==> config.mk <==
export PLATFORM = sky130hd
export DESIGN_NAME = mem_bus_arbiter
export DESIGN_NICKNAME = d
export VERILOG_FILES = /design/src/rtl/mem_arb_pkg.sv /design/src/rtl/mem_arb_pick.sv /design/src/rtl/mem_bus_arbiter.sv
export SDC_FILE = /design/constraint.sdc
export NUM_CORES = 1
export LEC_CHECK = 0
export ABC_CLOCK_PERIOD_IN_PS = 5250
export CAP_MARGIN = 20
export CORE_MARGIN = 10
export CORE_UTILIZATION = 40
export CTS_BUF_LIST = sky130_fd_sc_hd__clkbuf_2
export DETAILED_ROUTE_END_ITERATION = 16
export DONT_BUFFER_PORTS = 1
export PLACE_DENSITY_LB_ADDON = 0.08
export SETUP_SLACK_MARGIN = 0.5
export SKIP_CTS_REPAIR_TIMING = 1
export SLEW_MARGIN = 20
export SYNTH_ARGS = -nofsm -noshare
export SYNTH_HDL_FRONTEND = slang
export SYNTH_HIERARCHICAL = 1
export SYNTH_SLANG_ARGS = --single-unit
export TNS_END_PERCENT = 1
==> constraint.sdc <==
create_clock -name clk -period 5.25 [get_ports clk]
set_input_delay 0.525 -clock clk [delete_from_list [all_inputs] [get_ports clk]]
set_output_delay 0.525 -clock clk [all_outputs]
set_load 0.02 [all_outputs]
==> src/rtl/mem_arb_pkg.sv <==
// Shared types and constants for the external memory port arbiter.
package mem_arb_pkg;

    typedef enum logic [1:0] {
        IDLE   = 2'd0,
        ACCESS = 2'd1,
        RESP   = 2'd2
    } state_t;

    // Requester identities used for grant and last_grant.
    localparam logic REQ_CPU = 1'b0;
    localparam logic REQ_DEV = 1'b1;

    // Wait counter width; covers WAIT_CYCLES up to 15.
    localparam int CNT_W = 4;

endpackage

==> src/rtl/mem_arb_pick.sv <==
// Winner selection between the CPU and the second bus master.
// MEM_ARB_RR_EN defined: round-robin on ties (the master not served last wins).
// MEM_ARB_RR_EN undefined: fixed priority, CPU wins every tie.
module mem_arb_pick
    import mem_arb_pkg::*;
(
    input  logic cpu_req,
    input  logic dev_req,
    input  logic last_grant,
    output logic winner
);

`ifdef MEM_ARB_RR_EN
    // On a tie hand the port to whichever master was not served last.
    always_comb begin
        winner = REQ_CPU;
        if (cpu_req && dev_req) begin
            winner = (last_grant == REQ_CPU) ? REQ_DEV : REQ_CPU;
        end else if (dev_req) begin
            winner = REQ_DEV;
        end
    end
`else
    // History is irrelevant under fixed priority.
    logic unused_last_grant;
    assign unused_last_grant = last_grant;

    // The dev master only wins when the CPU is not asking.
    always_comb begin
        winner = REQ_CPU;
        if (dev_req && !cpu_req) begin
            winner = REQ_DEV;
        end
    end
`endif

endmodule

==> src/rtl/mem_bus_arbiter.sv <==
// Two-requester arbiter for the single external memory port.
// Every access runs IDLE -> ACCESS (WAIT_CYCLES+1 cycles) -> RESP (one-cycle ack).
// Tie policy selected by MEM_ARB_RR_EN inside mem_arb_pick (undefined: CPU priority).
module mem_bus_arbiter
    import mem_arb_pkg::*;
#(
    parameter int ADDR_W      = 16,
    parameter int DATA_W      = 16,
    parameter int WAIT_CYCLES = 1
)
(
    input  logic              clk,
    input  logic              rst,
    input  logic              cpu_req,
    input  logic              cpu_we,
    input  logic [ADDR_W-1:0] cpu_addr,
    input  logic [DATA_W-1:0] cpu_wdata,
    output logic [DATA_W-1:0] cpu_rdata,
    output logic              cpu_ack,
    output logic              cpu_stall,
    input  logic              dev_req,
    input  logic              dev_we,
    input  logic [ADDR_W-1:0] dev_addr,
    input  logic [DATA_W-1:0] dev_wdata,
    output logic [DATA_W-1:0] dev_rdata,
    output logic              dev_ack,
    output logic              mem_en,
    output logic              mem_we,
    output logic [ADDR_W-1:0] mem_addr,
    output logic [DATA_W-1:0] mem_wdata,
    input  logic [DATA_W-1:0] mem_rdata
);

    state_t           state;
    state_t           state_next;
    logic [CNT_W-1:0] cnt;
    logic             grant;
    logic             last_grant;
    logic             we_q;
    logic             winner;

    mem_arb_pick u_pick (
        .cpu_req    (cpu_req),
        .dev_req    (dev_req),
        .last_grant (last_grant),
        .winner     (winner)
    );

    // State register; reset aborts any access in flight.
    always_ff @(posedge clk or negedge rst) begin
        if (!rst) begin
            state <= IDLE;
        end else begin
            state <= state_next;
        end
    end

    // Next state and strobes; acks and mem_en decode straight from the state register.
    always_comb begin
        state_next = state;
        mem_en     = 1'b0;
        mem_we     = 1'b0;
        cpu_ack    = 1'b0;
        dev_ack    = 1'b0;
        case (state)
            IDLE: begin
                if (cpu_req || dev_req) begin
                    state_next = ACCESS;
                end
            end
            ACCESS: begin
                mem_en = 1'b1;
                mem_we = we_q;
                if (cnt == '0) begin
                    state_next = RESP;
                end
            end
            RESP: begin
                cpu_ack    = (grant == REQ_CPU);
                dev_ack    = (grant == REQ_DEV);
                state_next = IDLE;
            end
            default: begin
                state_next = IDLE;
            end
        endcase
    end

    // Latch the winning request, count wait states, capture read data, track history.
    always_ff @(posedge clk or negedge rst) begin
        if (!rst) begin
            cnt        <= '0;
            grant      <= REQ_CPU;
            last_grant <= REQ_DEV;
            we_q       <= 1'b0;
            mem_addr   <= '0;
            mem_wdata  <= '0;
            cpu_rdata  <= '0;
            dev_rdata  <= '0;
        end else begin
            case (state)
                IDLE: begin
                    if (cpu_req || dev_req) begin
                        grant <= winner;
                        cnt   <= CNT_W'(WAIT_CYCLES);
                        if (winner == REQ_DEV) begin
                            we_q      <= dev_we;
                            mem_addr  <= dev_addr;
                            mem_wdata <= dev_wdata;
                        end else begin
                            we_q      <= cpu_we;
                            mem_addr  <= cpu_addr;
                            mem_wdata <= cpu_wdata;
                        end
                    end
                end
                ACCESS: begin
                    if (cnt != '0) begin
                        cnt <= cnt - CNT_W'(1);
                    end else if (!we_q) begin
                        if (grant == REQ_CPU) begin
                            cpu_rdata <= mem_rdata;
                        end else begin
                            dev_rdata <= mem_rdata;
                        end
                    end
                end
                RESP: begin
                    last_grant <= grant;
                end
                default: begin
                end
            endcase
        end
    end

    // The CPU pipeline waits from its request up to the ack cycle.
    assign cpu_stall = cpu_req & ~cpu_ack;

endmodule

==> results, run 1 <==
- Compared with the post-synthesis result, the final layout area differs by 6.98%.
- The worst setup path is launched from a register.
- The count of vias placed by the detailed router is 1,827.
- IR analysis of the VDD net gives a maximum drop of 226 uV.
- The clock reaches the later pin of the worst-skew pair after 460 ps.
- The critical path's slowest cell is or4_1.
- The final worst clock skew is 23.3 ps.
- Measured on the finished design, the core utilization comes to 43.6%.
- The region available for standard cell placement spans 8180 um^2.
- The first global-routing pass estimated 12,000 um of wire.
- The largest net degree at the start of global routing is 73.
- The total number of nets in the final design is 310.
- The critical setup path kind is reg -> reg.
- The initial cell density of the core is 40.8%.
- The deepest clock path buffer count is 2.
- Data on the critical path is required at its endpoint by 5590 ps.
- In this run the worst hold path is classified as in -> reg.
- Counting the buffers created by CTS gives 9.
- The data arrival time at the worst-slack endpoint is 2710 ps.
- The combined global-route utilization of all metal layers is 12.1%.
- The library cells used most frequently in the layout, excluding fill and tap cells, are 79 x mux2_2, 72 x dfrtp_1, 20 x mux2_4.
- The number of global-route vias before repair was 2,019.
- For this block, the initial DRC count from the detailed router was 64.
- Summed over all failing endpoints, the final setup total negative slack is 0 ps.
- The number of buffers and inverters on the critical path is 0.
- The instance area at placement is 3380 um^2.
- The run finished with clean final reports.
- The die height is 111 um.
- The clock period could shrink to 2370 ps.
- Yosys printed 6 warnings.
- The layout cell share with drive strength beyond 1 is 53.1%.
- The number of antenna diodes in the final layout is 0.
- The delay of the slowest cell on the worst path is 840 ps.
- The final hold violation count is 0.
- The final wirelength is 7830 um.
- Detailed placement finished with a half-perimeter wire length of 5960 um.
- Once detail routing completed, the nets flagged for antenna violations numbered 0.
- After clock tree synthesis, the clock-pin slew on the worst setup and hold paths is 180 ps.
- The number of levels in the clock H-tree is 3.
- The clock net in this run drives a total of 72 sinks.
- The x dimension of the die is 111 um.
- The initial antenna violation count is 0.
- In the final routed layout, each cell accounts on average for 23.7 um.
- The first detailed-routing pass took 4 iterations.
- The highest clock rate is 422 MHz.
- After routing the design area is 3570 um^2.
- Walking the worst path, the cells encountered are or3b_1 -> or4_1 -> mux2_4.
- For this run, design rule violations remaining after detail routing come to 0.
- Synthesis produced a netlist whose cell count is 220.
- A synthesized cell averages 15.2 um^2.
- The headroom to the max-slew limit is 39.3%.
- Setup repair after global routing left no endpoint under its margin.
- The count of pins on the block boundary is 155.
- The number of buffers inserted by port buffering is 0.
- Clock tree synthesis selected as its root buffer the cell clkbuf_2.
- At the end of routability-driven placement, the weighted congestion stood at 0.826.
- The leading cell type in the layout, fill and taps excluded is mux2_2.
- The tool flagged a number of max-cap violations equal to 0.
- The cell area that synthesis handed to floorplanning was 3330 um^2.
- The cell family contributing the most delay on the critical path is simple AND/OR/NAND/NOR gates.
- In the routed layout, each cell is associated on average with a via count of 5.52.
- The number of failing setup endpoints in the final timing report is 0.
- The cell area power density is 659 nW/um^2.
- TritonCTS built the clock tree.
- The number of rows in the core area is 33.
- Global routing finished with a remaining overflow of 0.
- For the pin with the worst max-slew slack, the measured transition is 909 ps.
- The total nets after synthesis is 308.
- The largest fanout of any net on the critical path is 16.
- In this run the static leakage power is 1.57 nW.
- The period utilization is 45.2%.
- The max-slew violation count is 0.
- The worst setup path is captured at a register.
- The full die area is 12,400 um^2.
-- routing by layer --
metal	GRT usage [%]	up-vias	routed length [um]
li1	-	793	-
met1	12.5	903	2790
met2	18.8	117	3740
met3	8.39	14	1180
met4	4.88	0	125
met5	0	-	0
-- registers in the layout, indices dropped and copies added (netlist names) --
register,count
cpu_rdata,16
dev_rdata,16
mem_addr,16
mem_wdata,16
cnt,4
state,2
grant,1
we_q,1
-- path summary, 6_finish.rpt --
| kind | depth (start not counted) | endpoint | startpoint | slack [ps] |
|---|---|---|---|---|
| max | 3 | cpu_rdata[7]$_DFFE_PN0P_ | state[0]$_DFFE_PN0P_ | 2880 |
| min | 1 | cpu_rdata[4]$_DFFE_PN0P_ | mem_rdata[4] | 200 |
| max in group asynchronous | 2 | cnt[0]$_DFFE_PN0P_ | rst | 4360 |
| min reg2reg | 1 | state[1]$_DFFE_PN0P_ | cnt[2]$_DFFE_PN0P_ | 560 |
| max reg2reg | 3 | cpu_rdata[7]$_DFFE_PN0P_ | state[0]$_DFFE_PN0P_ | 2880 |
| min in group asynchronous | 2 | cpu_rdata[4]$_DFFE_PN0P_ | rst | 580 |
-- final cells by class --
type	instances	area (um^2)
clock buffers	11	55.1
clock inverters	4	70.1
fillers	752	4610
inverters	4	15.0
multi-input cells	132	1430
flip-flops and latches	72	1800
well taps	105	131
repair buffers	3	65.1
-- metrics by stage --
step | worst slack, ps | std cells | total power, mW | hold slack (ps)
after global routing | 2810 | 331 | 2.50 | 108
after global placement | 3000 | 313 | 1.97 | 232
final | 2880 | 331 | 2.35 | 197
after floorplan | 3300 | 220 | 1.85 | 229
after CTS | 2900 | 328 | 2.36 | -355
after detailed placement | 2940 | 313 | 2.02 | 232
-- power breakdown --
| part | internal (mW) | switching (mW) |
|---|---|---|
| sequential | 0.832 | 0.564 |
| combinational | 0.392 | 0.229 |
| clock | 0.158 | 0.175 |
-- worst register-to-register path, stage by stage (launching register included) --
cell,delay (ps)
dfrtp_1,540
or3b_1,420
or4_1,840
mux2_4,460
Note: power is estimated with default switching activity, not from simulation.
==> run 2, diff against run 1 <==
- ABC_CLOCK_PERIOD_IN_PS: 5250 -> 1900
- clock period: 5.25 -> 1.9 ns (I/O delays scaled with it)
==> run 2 against run 1 <==
Wire length is 19% higher. Utilization is 13 points higher. Combinational power grew to 3.8 times the previous value. Clock skew is 3.9 ps higher. Power grew to 3.0 times the previous value. Sequential cell count stayed put. Final cell count is 30% higher. Critical path depth is 1 higher. The flow now finishes with violations (negative hold slack). Sequential share of layout area is 12 points lower. Highest routed layer unchanged. Die area stayed put. Cell area is 30% higher.
==> results, run 2 (synthesis results as in run 1) <==
- The worst min-delay path class is in -> async.
- The deepest clock path buffer count is 2 (unchanged).
- The leading cell type in the layout, fill and taps excluded is dlygate4sd3_1.
- STA classifies the critical path endpoint as a register.
- The max-slew violation count came to 0 (unchanged).
- The number of iterations in the first detailed-routing pass was 4 (unchanged).
- TritonCTS built the clock tree.
- The sum of overflow across all layers after global routing is 0 (unchanged).
- The headroom to the max-slew limit was 66.5% (+27 points).
- The critical path data required time is 2310 ps (-3280 ps).
- The initial cell density of the core is 40.8% (unchanged).
- The relative contribution of combinational cells to total power is 33.3% (+6.9 points).
- The number of failing setup endpoints in the final timing report is 0 (unchanged).
- The cell at the root of the clock tree is clkbuf_2.
- The combined global-route utilization of all metal layers is 12.4% (+0.33 points).
- The cell area power density is 1520 nW/um^2 (+130%).
- The number of buffers created by CTS was 9 (unchanged).
- STA classifies the critical path startpoint as a register.
- The minimum period implied by the final worst setup slack is 1870 ps (-496 ps).
- The worst voltage drop across the vdd grid is 769 uV (+240%).
- The flow ran to the end, but the final reports show violations.
- The checks that failed: negative hold slack.
- The switching power share of the total is 41.2% (about the same).
- The final worst clock skew came to 27.2 ps (+3.87 ps).
- The clock group share of total power is 12.3% (-1.9 points).
- The period utilization is 98.6% (+53 points).
- The number of levels in the clock H-tree came to 3 (unchanged).
- The library cells used most frequently in the layout, excluding fill and tap cells, are 85 x dlygate4sd3_1, 72 x dfrtp_1, 70 x mux2_2.
- The number of antenna repair diodes came to 0 (unchanged).
- The smallest hold slack is -663 ps (-860 ps).
- The count of vias placed by the detailed router is 2,210 (+21%).
- The number of global-route vias before repair is 2,138 (+5.9%).
- The final wirelength is 9330 um (+19%).
- The number of rows in the core area was 33 (unchanged).
- The sequential group share of total power came to 54.4% (-5.0 points).
- The source-to-sink clock delay at the later pin of the worst-skew pair is 500 ps (+40 ps).
- The number of violations reported at the end of detailed-routing iteration 0 is 85 (+33%).
- The layout cell share with drive strength beyond 1 is 46.0% (-7.1 points).
- The total area of multi-input combinational cells is 1520 um^2 (+6.7%).
- The number of buffers inserted by port buffering is 0 (unchanged).
- The post-route core utilization is 56.5% (+13 points).
- The number of buffers and inverters on the critical path is 1 (+1).
- Setup repair after global routing could not meet its margin everywhere.
- The critical setup path kind is reg -> reg.
- The full die area came to 12,400 um^2 (unchanged).
- The number of antenna-violating nets in the routed design is 0 (unchanged).
- The largest fanout of any net on the critical path is 16 (unchanged).
- The first-pass GRT wire length is 12,400 um (+3.3%).
- The x dimension of the die is 111 um (unchanged).
- The final hold violation count is 72 (+72).
- The slew at the pin with the worst max-slew slack was 501 ps (-408 ps).
- The delay of the slowest cell on the worst path is 450 ps (-390 ps).
- The total number of nets in the final design was 407 (+31%).
- The net switching power is 2.90 mW (+200%).
- The routed via count divided by cell count is 5.15 (-6.7%).
- The data arrival time at the worst-slack endpoint is 2290 ps (-420 ps).
- The instance area at placement is 3480 um^2 (+3.0%).
- The total half-perimeter wirelength after legalization and detailed placement is 6180 um (+3.7%).
- The static power due to leakage came to 2.04 nW (+30%).
- The clock transition at the register clock pins on the worst setup and hold paths after CTS came to 210 ps (+30 ps).
- The cell family contributing the most delay on the critical path is simple AND/OR/NAND/NOR gates.
- Walking the worst path, the cells encountered are or3b_4 -> or4_4 -> buf_12 -> mux2_4.
- The final routed DRC violation total is 0 (unchanged).
- The final instance area was 4620 um^2 (+30%).
- The number of max-cap violations is 0 (unchanged).
- The area occupied by registers was 1800 um^2 (unchanged).
- The largest net degree at the start of global routing is 73 (unchanged).
- The internal power of the cells is 4.14 mW (+200%).
- The fill cell instance count of the final layout came to 672 (-11%).
- The die height came to 111 um (unchanged).
- The post-detailed-route wirelength per cell is 21.7 um (-8.1%).
- The weighted congestion at the end of routability-driven global placement was 0.772 (-6.6%).
- The area of the core region is 8180 um^2 (unchanged).
- The number of sinks handled by clock tree synthesis was 72 (unchanged).
- The total chip power is 7.04 mW (+200%).
- The count of pins on the block boundary is 155 (unchanged).
- The initial antenna violation count is 0 (unchanged).
- The instance count after placement with tap cells included is 325 (+3.8%).
- The layout-stage area growth over the synthesis result is 38.6%.
- The final standard cell count with taps included and fillers excluded is 429 (+30%).
- The slowest stage of the critical path belongs to the cell dfrtp_1.
- The highest clock rate is 534 MHz (+26%).
[run 2: changes by cell type in the layout (fill, tap and decap cells not counted), moves of 3 or more]
| cell | before | now |
|---|---|---|
| mux2_4 | 20 | 29 |
| buf_4 | 0 | 9 |
| dlygate4sd3_1 | 1 | 85 |
| buf_12 | 0 | 3 |
| inv_1 | 4 | 1 |
| mux2_2 | 79 | 70 |
[run 2: stage by stage]
stage / worst slack (ps) / setup TNS [ps]
finish: 25.8 / 0
global route: -18.5 / -77.6
CTS: -200 / -200
detailed placement: 4.51 / 0
global placement: 70.8 / 0
floorplan: -17.5 / -349
[run 2: final timing paths]
path | startpoint | end | slack, ps | cells after the start
worst max-delay path | state[1]$_DFFE_PN0P_ | cpu_rdata[13]$_DFFE_PN0P_ | 30 | 4
worst min-delay path | rst | cpu_rdata[2]$_DFFE_PN0P_ | -660 | 0
worst max register to register | state[1]$_DFFE_PN0P_ | cpu_rdata[13]$_DFFE_PN0P_ | 30 | 4
worst min register to register | cnt[2]$_DFFE_PN0P_ | state[1]$_DFFE_PN0P_ | 570 | 2
max in group asynchronous | rst | state[0]$_DFFE_PN0P_ | 2380 | 0
min in group clk | cpu_req | mem_addr[4]$_DFFE_PN0P_ | 90 | 2
[run 2: cell type report]
type                    count  area share [%]
flip-flops and latches     72            39.0
multi-input cells         132            33.0
repair buffers            100            22.3
well taps                 105            2.84
clock inverters             6            1.46
clock buffers              10            1.08
inverters                   4           0.379
[run 2: worst reg2reg max path, delay by kind of cell (launching register included)]
family | cells | cell delay (ps)
buffers and inverters | 1 | 180
DFF | 1 | 450
muxes | 1 | 310
and+or+nand+nor | 2 | 840
[run 2: routing by layer]
layer	up-vias	part of all wire, %	track usage, %	routed length (um)
met4	0	0.63	3.08	59
li1	986	-	-	-
met3	5	12	9.52	1090
met5	-	0	0	0
met1	1113	35	11.8	3300
met2	106	52	20.7	4880
[run 2: power groups by stage]
stage | logic, mW | clock network, mW | registers [mW]
after floorplan | 1.51 | 0 | 3.60
after global placement | 1.73 | 0 | 3.86
after detailed placement | 1.85 | 0 | 3.87
after CTS | 1.85 | 0.913 | 3.84
after global routing | 2.52 | 0.966 | 3.95
final | 2.34 | 0.867 | 3.83
==> run 3, diff against run 2 <==
- CORE_MARGIN: 10 -> default
==> run 3 against run 2 <==
The flow still finishes with violations (negative hold slack). Critical path type unchanged. Clock-buffer cell count down 1. Register-to-register slack is essentially flat. Utilization increased by 1.2 points. Critical endpoint is now cpu_rdata[6]$_DFFE_PN0P_. Via count shrank 2.4%.
==> results, run 3 (synthesis results as in run 1) <==
- The run finished, with violations left.
- The final reports fail on negative hold slack.
- The layout cell share with drive strength beyond 1 is 45.2% (-0.82 points).
- The most used routing layer in global routing is met2.
- The worst-case register-to-register setup slack was 20 ps (about the same).
- The net switching power is 2.82 mW (-2.7%).
- The total chip power is 6.87 mW (-2.4%).
- The switching power share of the total is 41.0% (-0.13 points).
- The number of rows in the core area is 32 (-3.0%).
- The first-pass GRT wire length was 10,100 um (-18%).
- The internal power of the cells is 4.05 mW (-2.2%).
- The static power due to leakage came to 1.99 nW (-2.5%).
- The final hold violation count is 72 (unchanged).
- The largest fanout of any net on the critical path was 16 (unchanged).
- The number of global-route vias before repair came to 2,060 (-3.6%).
- The source-to-sink clock delay at the later pin of the worst-skew pair is 470 ps (-30 ps).
- The setup TNS is 0 ps (unchanged).
- The headroom to the max-slew limit was 56.7% (-9.7 points).
- The top cell types in the final layout, fill and taps aside, are 83 x dlygate4sd3_1, 79 x mux2_2, 72 x dfrtp_1.
- The sequential group share of total power was 55.1% (+0.7 points).
- The number of levels in the clock H-tree is 3 (unchanged).
- The clock transition at the register clock pins on the worst setup and hold paths after CTS came to 210 ps (about the same).
- The x dimension of the die is 93.3 um (-16%).
- The setup slack of the critical path after layout was 20.5 ps (-5.39 ps).
- The minimum period implied by the final worst setup slack is 1880 ps (+5.39 ps).
- The weighted congestion at the end of routability-driven global placement came to 0.683 (-11%).
- The sum of overflow across all layers after global routing is 0 (unchanged).
- The post-detailed-route wirelength per cell was 18.4 um (-15%).
- The number of iterations in the first detailed-routing pass came to 4 (unchanged).
- The number of max-cap violations is 0 (unchanged).
- The initial antenna violation count is 0 (unchanged).
- The smallest hold slack came to -635 ps (+27.7 ps).
- The instance count after placement with tap cells included was 321 (-1.2%).
- The critical path data required time is 2270 ps (-40 ps).
- The worst setup slack before clock tree synthesis is -41.4 ps (-46.0 ps).
- The area of the core region is 7890 um^2 (-3.5%).
- The total half-perimeter wirelength after legalization and detailed placement is 4750 um (-23%).
- The final standard cell count with taps included and fillers excluded is 423 (-1.4%).
- The period utilization came to 98.9% (+0.28 points).
- The max-slew violation count came to 0 (unchanged).
- The layout-stage area growth over the synthesis result is 36.5%.
- The initial cell density of the core is 42.3% (+1.5 points).
- The clock group share of total power is 12.3% (about the same).
- The total number of nets in the final design is 404 (-0.74%).
- The worst voltage drop across the vdd grid is 637 uV (-17%).
- The number of buffers created by CTS is 9 (unchanged).
- The number of antenna-violating nets in the routed design is 0 (unchanged).
- The number of sinks handled by clock tree synthesis was 72 (unchanged).
- The count of pins on the block boundary is 155 (unchanged).
- The area occupied by registers is 1800 um^2 (unchanged).
- The met2 usage in global routing is 26.1% (+5.4 points).
- The final routed DRC violation total is 0 (unchanged).
- The cell area power density was 1510 nW/um^2 (-0.93%).
- The slew at the pin with the worst max-slew slack is 646 ps (+146 ps).
- The worst setup path is launched from a register.
- The number of violations reported at the end of detailed-routing iteration 0 is 46 (-46%).
- The final wirelength is 7770 um (-17%).
- The number of failing setup endpoints in the final timing report is 0 (unchanged).
- The kind of end point of the critical path is a register.
- The TritonCTS clock tree is done.
- CTS placed an instance of clkbuf_2 at the clock tree root.
- The number of buffers inserted by port buffering is 0 (unchanged).
- The relative contribution of combinational cells to total power was 32.6% (-0.7 points).
- The largest net degree at the start of global routing is 73 (unchanged).
- The global routing usage on met1 came to 16.8% (+5.0 points).
- Setup repair after global routing could not meet its margin everywhere.
- The full die area is 8700 um^2 (-30%).
- The library cell used most frequently in the layout, excluding fill and tap cells, is dlygate4sd3_1.
- The highest clock rate came to 532 MHz (-0.29%).
- The final worst clock skew is 23.0 ps (-4.27 ps).
- The routed via count divided by cell count is 5.10 (-1.1%).
- The worst min-delay path class is in -> async.
- The met3 usage is 6.02% (-3.5 points).
- The number of antenna repair diodes is 0 (unchanged).
- The count of vias placed by the detailed router is 2,156 (-2.4%).
- The critical setup path kind is reg -> reg.
- The total area of multi-input combinational cells was 1490 um^2 (-2.2%).
- The die height was 93.3 um (-16%).
- The deepest clock path buffer count is 2 (unchanged).
- The combined global-route utilization of all metal layers is 15.2% (+2.8 points).
- The fill cell instance count of the final layout is 626 (-6.8%).
- The data arrival time at the worst-slack endpoint is 2250 ps (-40 ps).
## run 3: cell types whose count changed in the layout (fill, tap and decap cells not counted), sizes merged
cell / delta
clkinv: +2
clkbuf: -1
dlygate4sd3: -2
buf: -1
clkinvlp: -1
## run 3: layout make-up
type                            count  share of cell area, %
Tap cell                          102                   2.80
Inverter                            4                  0.330
Clock inverter                      7                   1.54
Timing Repair Buffer               97                   22.0
Sequential cell                    72                   39.6
Multi-Input combinational cell    132                   32.7
Clock buffer                        9                  0.990
## run 3: worst max-delay path, stage by stage (launching register included)
cell and delay, ps:
dfrtp_1 430, or3b_4 410, or4_4 440, buf_12 180
mux2_4 300
## run 3: routing by layer
| metal | vias up | wire [um] |
|---|---|---|
| met4 | 0 | 83 |
| met1 | 1064 | 2890 |
| met5 | - | 0 |
| met2 | 103 | 4120 |
| li1 | 981 | - |
| met3 | 8 | 675 |
## run 3: power by group through the flow
stage / Clock (mW) / Combinational (mW) / Sequential (mW)
floorplan: 0 / 1.51 / 3.60
global placement: 0 / 1.70 / 3.77
detailed placement: 0 / 1.82 / 3.80
CTS: 0.888 / 1.83 / 3.77
global route: 0.953 / 2.42 / 3.88
finish: 0.847 / 2.24 / 3.79
## run 3: final timing paths
kind,depth (start not counted),from,endpoint
max,4,cnt[2]$_DFFE_PN0P_,cpu_rdata[6]$_DFFE_PN0P_
min,0,rst,grant$_DFFE_PN0P_
max reg2reg,4,cnt[2]$_DFFE_PN0P_,cpu_rdata[6]$_DFFE_PN0P_
min reg2reg,2,state[1]$_DFFE_PN0P_,state[0]$_DFFE_PN0P_
max in group asynchronous,0,rst,we_q$_DFFE_PN0P_
min in group clk,2,cpu_req,state[0]$_DFFE_PN0P_
## run 3: per-stage QoR
stage	util, %	hold slack [ps]	area (um^2)
4_1_cts	45.4	-697	3580
2_1_floorplan	-	-106	3330
6_report	57.7	-635	4550
3_3_place_gp	44.0	-104	3470
3_5_place_dp	44.0	-104	3470
5_1_grt	57.7	-722	4550
